### src/rtl/ntt_pkg.sv
// Shared types and size derivations for the radix-4 NTT operand sequencer.
// Pure declarations; no timing or flow control involved.
package ntt_pkg;

  typedef enum logic [1:0] {
    ST_IDLE,
    ST_ISSUE,
    ST_DRAIN,
    ST_FIN
  } state_t;

  function automatic int calc_len(input int log4_l);
    return 1 << (2 * log4_l);
  endfunction

  function automatic int calc_aw(input int log4_l);
    return 2 * log4_l;
  endfunction

endpackage

### src/rtl/radix_4_ntt_wb_delay.sv
// Resettable shift register matching the butterfly pipeline: DEPTH-cycle latency.
// No backpressure; one word enters and one leaves every cycle.
module radix_4_ntt_wb_delay #(
  parameter int DEPTH = 2,
  parameter int W     = 25
) (
  input  logic         clk,
  input  logic         rst,
  input  logic [W-1:0] i_dat,
  output logic [W-1:0] o_dat
);

  logic [W-1:0] r_pipe [DEPTH];

  always_ff @(posedge clk) begin
    if (rst) begin
      for (int i = 0; i < DEPTH; i++) r_pipe[i] <= '0;
    end else begin
      r_pipe[0] <= i_dat;
      for (int i = 1; i < DEPTH; i++) r_pipe[i] <= r_pipe[i-1];
    end
  end

  assign o_dat = r_pipe[DEPTH-1];

endmodule

### src/rtl/radix_4_ntt_ctrl.sv
// Radix-4 DIF NTT operand sequencer: one butterfly read per ISSUE cycle, write-back BF_LAT later.
// No backpressure; a transform runs to completion unless reset, start ignored while busy.
module radix_4_ntt_ctrl
  import ntt_pkg::*;
#(
  parameter  int LOG4_L = 3,
  parameter  int BF_LAT = 2,
  localparam int AW     = calc_aw(LOG4_L)
) (
  input  logic              clk,
  input  logic              rst,
  input  logic              start,
  output logic              busy,
  output logic              done,
  output logic [LOG4_L-1:0] stage,
  output logic              rd_en,
  output logic [AW-1:0]     rd_addr0,
  output logic [AW-1:0]     rd_addr1,
  output logic [AW-1:0]     rd_addr2,
  output logic [AW-1:0]     rd_addr3,
  output logic [AW-1:0]     tw_e1,
  output logic [AW-1:0]     tw_e2,
  output logic [AW-1:0]     tw_e3,
  output logic              wr_en,
  output logic [AW-1:0]     wr_addr0,
  output logic [AW-1:0]     wr_addr1,
  output logic [AW-1:0]     wr_addr2,
  output logic [AW-1:0]     wr_addr3
);

  localparam int                LEN    = calc_len(LOG4_L);
  localparam int                DW     = 1 + 4 * AW;
  localparam logic [AW-1:0]     B_LAST = AW'(LEN / 4 - 1);
  localparam logic [LOG4_L-1:0] S_LAST = LOG4_L'(LOG4_L - 1);
  localparam logic [2:0]        D_LAST = 3'(BF_LAT - 1);

  state_t            r_state, w_state_nxt;
  logic [AW-1:0]     r_b, w_b_nxt;
  logic [LOG4_L-1:0] r_s, w_s_nxt;
  logic [2:0]        r_d, w_d_nxt;
  logic              w_rd_en;

  always_ff @(posedge clk) begin
    if (rst) begin
      r_state <= ST_IDLE;
      r_b     <= '0;
      r_s     <= '0;
      r_d     <= '0;
    end else begin
      r_state <= w_state_nxt;
      r_b     <= w_b_nxt;
      r_s     <= w_s_nxt;
      r_d     <= w_d_nxt;
    end
  end

  always_comb begin
    w_state_nxt = r_state;
    w_b_nxt     = r_b;
    w_s_nxt     = r_s;
    w_d_nxt     = r_d;
    busy        = (r_state != ST_IDLE);
    done        = (r_state == ST_FIN);
    w_rd_en     = (r_state == ST_ISSUE);
    case (r_state)
      ST_IDLE: if (start) begin
        w_state_nxt = ST_ISSUE;
        w_s_nxt     = '0;
        w_b_nxt     = '0;
      end
      ST_ISSUE: if (r_b == B_LAST) begin
        w_state_nxt = ST_DRAIN;
        w_d_nxt     = '0;
      end else begin
        w_b_nxt = r_b + AW'(1);
      end
      // Hold off the next stage until every write-back of this one has landed.
      ST_DRAIN: if (r_d == D_LAST) begin
        if (r_s == S_LAST) begin
          w_state_nxt = ST_FIN;
        end else begin
          w_state_nxt = ST_ISSUE;
          w_s_nxt     = r_s + LOG4_L'(1);
          w_b_nxt     = '0;
        end
      end else begin
        w_d_nxt = r_d + 3'd1;
      end
      ST_FIN: begin
        w_state_nxt = ST_IDLE;
        w_s_nxt     = '0;
      end
      default: w_state_nxt = ST_IDLE;
    endcase
  end

  // span is a power of four, so g/j split is a mask and base inserts two zero bits above j.
  logic [AW-1:0] w_sh, w_span_m1, w_j, w_base, w_tsh;
  logic [AW-1:0] w_addr [4];
  logic [AW-1:0] w_tw [1:3];

  always_comb begin
    w_sh      = AW'(2 * (LOG4_L - 1)) - (AW'(r_s) << 1);
    w_span_m1 = (AW'(1) << w_sh) - AW'(1);
    w_j       = r_b & w_span_m1;
    w_base    = ((r_b & ~w_span_m1) << 2) | w_j;
    w_tsh     = AW'(r_s) << 1;
    for (int k = 0; k < 4; k++) begin
      w_addr[k] = w_rd_en ? (w_base | (AW'(k) << w_sh)) : '0;
    end
    for (int k = 1; k < 4; k++) begin
      w_tw[k] = w_rd_en ? ((AW'(k) * w_j) << w_tsh) : '0;
    end
  end

  assign stage    = r_s;
  assign rd_en    = w_rd_en;
  assign rd_addr0 = w_addr[0];
  assign rd_addr1 = w_addr[1];
  assign rd_addr2 = w_addr[2];
  assign rd_addr3 = w_addr[3];
  assign tw_e1    = w_tw[1];
  assign tw_e2    = w_tw[2];
  assign tw_e3    = w_tw[3];

  logic [DW-1:0] w_wb_dat;

  radix_4_ntt_wb_delay #(
    .DEPTH (BF_LAT),
    .W     (DW)
  ) u_wb_delay (
    .clk   (clk),
    .rst   (rst),
    .i_dat ({w_rd_en, w_addr[0], w_addr[1], w_addr[2], w_addr[3]}),
    .o_dat (w_wb_dat)
  );

  assign {wr_en, wr_addr0, wr_addr1, wr_addr2, wr_addr3} = w_wb_dat;

endmodule

### config.mk
export PLATFORM = sky130hd
export DESIGN_NAME = radix_4_ntt_ctrl
export DESIGN_NICKNAME = d
export VERILOG_FILES = /design/src/rtl/ntt_pkg.sv /design/src/rtl/radix_4_ntt_wb_delay.sv /design/src/rtl/radix_4_ntt_ctrl.sv
export SDC_FILE = /design/constraint.sdc
export NUM_CORES = 1
export LEC_CHECK = 0
export CORE_ASPECT_RATIO = 0.75
export CORE_MARGIN = 3
export CORE_UTILIZATION = 51
export DETAILED_ROUTE_END_ITERATION = 10
export PLACE_DENSITY = 0.95
export SLEW_MARGIN = 20
export SYNTH_ARGS = -nofsm -noshare
export SYNTH_HDL_FRONTEND = slang
export SYNTH_SLANG_ARGS = --single-unit
### constraint.sdc
create_clock -name clk -period 12.15 [get_ports clk]
set_input_delay 1.215 -clock clk [delete_from_list [all_inputs] [get_ports clk]]
set_output_delay 1.215 -clock clk [all_outputs]
set_load 0.1 [all_outputs]
# Yosys cells after proc, flatten, opt, wreduce, memory -nomap -nowiden
# Memory sizes are Yosys's and may differ from the RTL's.
# Index checks and enable logic that the tools add are counted.
word_totals:
  ff_bits: 14
  ramBits: 50
  inputBits: 3
  out_inout_bits: 73
  wordCells: 78
  n_memories: 1
op_classes:
  n_addsub: 5
  n_mul: 1
  eq_ne: 12
  n_shift: 7
  n_mux: 29
  bitwise_logic: 10
  reduce_logical: 9
mem_list:
  columns: ["name", "words", "word_bits", "rd", "rd_clocked_by_memory_dff", "wr", "line", "source"]
  rows:
  - ["u_wb_delay.r_pipe", 2, 25, 2, 0, 2, "radix_4_ntt_wb_delay.sv:13", "logic [W-1:0] r_pipe [DEPTH];"]
op_table:
  columns: ["operator", "count"]
  rows:
  - ["$mux W6", 11]
  - ["$mux W25", 2]
  - ["$or A6 B6 Y6", 5]
  - ["$pmux W6 S3", 1]
  - ["$shl A6 B4 Y6", 3]
  - ["$mux W3", 5]
  - ["$shl A1 B6 Y6 const A", 2]
  - ["$shl A2 B6 Y6 const A", 2]
  - ["$ne A2 B2 Y1 const B", 5]
  - ["$pmux W3 S3", 1]
  - ["$mux W2", 4]
  - ["$pmux W2 S4", 1]
  - ["$add A3 B1 Y3 const B", 2]
  - ["$add A6 B1 Y6 const B", 1]
  - ["$and A6 B6 Y6", 1]
  - ["$eq A6 B4 Y1 const B", 1]
  - ["$mul A2 B6 Y6 const A", 1]
  - ["$pmux W3 S2", 1]
  - ["$reduce_and A3 Y1", 2]
  - ["$reduce_bool A3 Y1", 2]
  - ["$sub A6 B2 Y6 const B", 1]
  - ["$reduce_and A5 Y1", 1]
  - ["$sub A3 B4 Y5 const A", 1]
  - ["$and A4 B4 Y4", 1]
  - ["11 further kinds", 16]

# Depth between registers and ports, before layout
depth:
  word_depth: 9
  depth_mapped: 14
  depth_no_buf: 13

# Hierarchy
# From an unflattened synthesis, not the netlist that was laid out.
hier_totals:
  hier_cells: 345
  area_unflattened_um2: 3096.7
modules_own_cells:
  columns: ["module", "instances", "cells_each", "area_each_um2", "seq_area_each_um2"]
  rows:
  - ["radix_4_ntt_ctrl", 1, 215, 1570.3, 280.3]
  - ["radix_4_ntt_wb_delay", 1, 130, 1526.5, 1001.0]

# Worst setup path after synthesis
# OpenSTA, ideal clock, no wires.
synth_timing:
  path_kind: "register to output"
  start: "register r_s[0], in the netlist stage[0]"
  end: "output port tw_e3[4]"
  arrival_time_ns: 5.659
  required_ns: 10.935
  slack_ns: 5.276
  path_stages_with_launch: 15
  n_path_buf: 2
  cell_sequence: "dfxtp_1 buf_1 inv_2 ha_1 nor4_2 inv_1 ha_1 nor2b_1 buf_2 ha_1 a21o_1 maj3_1 xnor2_1 a211o_1 a21oi_1"
synth_between:
  elab_chain_cells: 7
synth_rtl:
  columns: ["item", "line", "source"]
  rows:
  - ["start, declared", "radix_4_ntt_ctrl.sv:39", "logic [LOG4_L-1:0] r_s, w_s_nxt;"]
  - ["start signal, assigned", "radix_4_ntt_ctrl.sv:52", "r_s <= w_s_nxt;"]
  - ["$sub A3 B4 Y5", "radix_4_ntt_ctrl.sv:103", "w_sh = AW'(2 * (LOG4_L - 1)) - (AW'(r_s) << 1);"]
  - ["$shl A1 B6 Y6", "radix_4_ntt_ctrl.sv:104", "w_span_m1 = (AW'(1) << w_sh) - AW'(1);"]
  - ["$sub A6 B2 Y6", "radix_4_ntt_ctrl.sv:104", null]
  - ["$and A6 B6 Y6", "radix_4_ntt_ctrl.sv:105", "w_j = r_b & w_span_m1;"]
  - ["$mul A2 B6 Y6", "radix_4_ntt_ctrl.sv:112", "w_tw[k] = w_rd_en ? ((AW'(k) * w_j) << w_tsh) : '0;"]
  - ["$shl A6 B4 Y6 (*)", "radix_4_ntt_ctrl.sv:112", null]
  - ["$mux W6 (*)", "radix_4_ntt_ctrl.sv:112", null]
  - ["end, declared", "radix_4_ntt_ctrl.sv:23", "output logic [AW-1:0] tw_e3,"]
# Mark *: on every way between the ends. The rest lies on a longest branch, timed or not.

# Final worst setup path
# Ends and elaborated chain as after synthesis.

==> results.yml <==
clock_tree:
  ctsLongestPathBuffers: 2
  tritoncts: "yes"
  hold_buffers: 0
  root_buffer: "clkbuf_8"
  cts_buffers: 5
  insertion_delay_ns: 0.30
  ctsResizeCount: 0
  clk_pin_slew_ns: 0.08
  cts_max_level: 2
  postCtsSetupRepairBufs: 0
  cts_sinks: 40
sta:
  skew_ns: 0.00587
  slew_headroom: 0.336
  maxSlewViolCount: 0
  worstMarginPinSlew_ns: 0.992
  fin_crit_sh: 0.574
  fin_crit_ns: 6.97
  finalHoldViolations: 0
  rsz0062_at_grt: "false"
  worst_slack_ns: 5.18
  setup_viol: 0
  tns_ns: 0
  max_freq_mhz: 143
grt:
  grt_pass1_wl_mm: 8.46
  grt-ovfl-total: 0
  grt_use_total: 0.189
  antenna_found_initial: 0
  grt_max_degree: 26
  grt_pass1_vias: 1813
yosys:
  yosys_most_used_dff: "dfxtp_1"
  yosys_warnings: 0
  synth_mux_area_frac: 0.0289
  syn_area_per_cell_um2: 8.67
  synth_top_family_by_area: "simple AND/OR/NAND/NOR gates"
  synth_compound_area_frac: 0.119
  synthXorXnorAreaFrac: 0.0411
  synthArstFlopShare: 0
  netlist_area_mm2: 0.00246
  synth_edf_count: 0
  synth.distinct_cells: 52
  synth-seq-area-share: 0.325
  synth-simple-area-share: 0.218
  synth_fa_ha_area_frac: 0.0934
  synthCells: 284
  synth_nets: 304
  synth.ff_latch_count: 40
final_layout:
  layout_commonest_cell: "clkdlybuf4s50_1"
  mostFrequentLayoutCells: "clkdlybuf4s50_1 (74), dfxtp_1 (40), nor2_1 (34), nor2b_1 (18), ha_1 (16)"
  fin_nets: 332
  fill_cells: 353
  drive_above_1_share: 0.0607
  seq_area_um2: 801
  antenna_cells: 0
  fin_util: 0.664
  multi_input_area_mm2: 0.00124
  syn2layout_area_growth_pct: 22.5
placement:
  numPortBuffers: 74
  dp_slack_ns: 5.56
  gp_congestion: 0.901
  place_hpwl_mm: 4.10
die:
  ios: 76
  rows: 21
  initial_core_util: 0.542
  dieArea_mm2: 0.00571
  core_mm2: 0.00455
  fp.dieH_um: 66.2
  fp.dieW_um: 86.3
routing:
  drc: 0
  drt_iter0_drc: 98
  via_per_inst: 5.26
  ant_nets: 0
  drt_wl_total_mm: 5.43
  wl_per_cell_um: 14.7
  vias: 1947
  drtPass1Iterations: 4
power_and_ir_drop:
  switching_power_uw: 329
  comb_power_share: 0.574
  power.density_mw_per_mm2: 206
  p_leak_uw: 0.00119
  sw_frac_of_total: 0.531
  p_seq_frac: 0.252
  p_int_uw: 291
  power_uw: 620
  clkPwrFrac: 0.174
  peakVddDrop_mv: 0.124
flow_run:
  cap_violations: 0
worst_setup_path:
  crit_fanout: 16
  worstSetupEndpointType: "primary output"
  worstSetupPathType: "reg -> out"
  critical_path_required_ns: 10.93
  cp-start-kind: "flop"
  cp.arrival_ns: 5.76
hold_path:
  hp-class: "reg -> reg"
status:
  status: "completed"
## power by group through the flow
stage | Clock (uW) | Combinational, uW | Sequential [uW]
after global placement | 0 | 348 | 158
after CTS | 109 | 356 | 156
after floorplan | 0 | 293 | 163
final | 108 | 356 | 157
after global routing | 115 | 372 | 159
after detailed placement | 0 | 353 | 159
## area by class of cell
class,count,share of cell area
repair buffers,74,0.245
clock inverters,2,0.0116
clock buffers,6,0.0240
inverters,16,0.0199
flip-flops and latches,40,0.265
well taps,57,0.0236
multi-input cells,175,0.410
## layer usage
layer / track usage / up-vias / wire, um
li1: - / 947 / -
met1: 0.240 / 919 / 2360
met2: 0.318 / 75 / 2640
met3: 0.0411 / 6 / 378
met4: 0.0642 / 0 / 60
met5: 0 / - / 0
## sequential cells by signal (all words and copies together), names as in the netlist
| register | count |
|---|---|
| r_b | 6 |
| u_wb_delay.r_pipe | 26 |
| stage | 3 |
| r_state | 2 |
| r_d | 3 |
## worst max-delay path: stages, from the launching register on
cell and delay (ns):
dfxtp_1 0.74, inv_2 0.25, ha_1 0.40, nor4_2 0.41, inv_1 0.19, ha_1 0.33
nor2b_1 0.53, ha_1 0.34, a21o_1 0.15, maj3_1 0.36, xnor2_1 0.14, a211o_1 0.30
a21oi_1 0.15, clkdlybuf4s50_1 1.16
## metrics by stage
step / std cells / hold slack (ns) / instance area [um^2]
floorplan: 284 / 0.414 / 2460
global placement: 362 / 0.425 / 2910
detailed placement: 362 / 0.427 / 2910
CTS: 370 / 0.444 / 3020
global route: 370 / 0.457 / 3020
finish: 370 / 0.442 / 3020
## cell usage after synthesis (2+ instances only)
master | number | area (um^2)
a21oi_1 | 12 | 60.1
nand4_1 | 3 | 18.8
nor2b_1 | 18 | 113
a21o_1 | 4 | 30.0
nand2_1 | 15 | 56.3
a211oi_2 | 2 | 25.0
nand2b_1 | 4 | 25.0
clkbuf_1 | 6 | 22.5
xnor2_1 | 6 | 52.6
o21ai_0 | 3 | 15.0
inv_1 | 15 | 56.3
ha_1 | 16 | 200
and2_1 | 7 | 43.8
mux2i_1 | 6 | 60.1
xor2_1 | 3 | 26.3
buf_4 | 43 | 323
nor2_1 | 34 | 128
dfxtp_1 | 40 | 801
nand3_1 | 5 | 25.0
buf_2 | 3 | 15.0
a32oi_1 | 2 | 17.5
nor3b_1 | 2 | 15.0
nor3_1 | 4 | 20.0
a211oi_1 | 3 | 22.5
## path summary, 6_finish.rpt
kind / start / cells past startpoint / slack, ns / end
worst max register to register: stage[0] / 9 / 8.57 / u_wb_delay.r_pipe[0][14]
worst min-delay path: u_wb_delay.r_pipe[0][23] / 1 / 0.44 / u_wb_delay.r_pipe[0][48]
worst min register to register: u_wb_delay.r_pipe[0][23] / 1 / 0.44 / u_wb_delay.r_pipe[0][48]
worst max-delay path: stage[0] / 13 / 5.18 / tw_e3[4]
## cells by family (layout without fill, tap and decap cells)
family,after synthesis,in the layout
simple gates,102,102
buf+inv,69,98
flops,40,40
compound gates,37,37
fa+ha+maj,18,18
xor+xnor,10,10
mux,7,7
other cells,1,1
(Power assumes the default switching activity.)
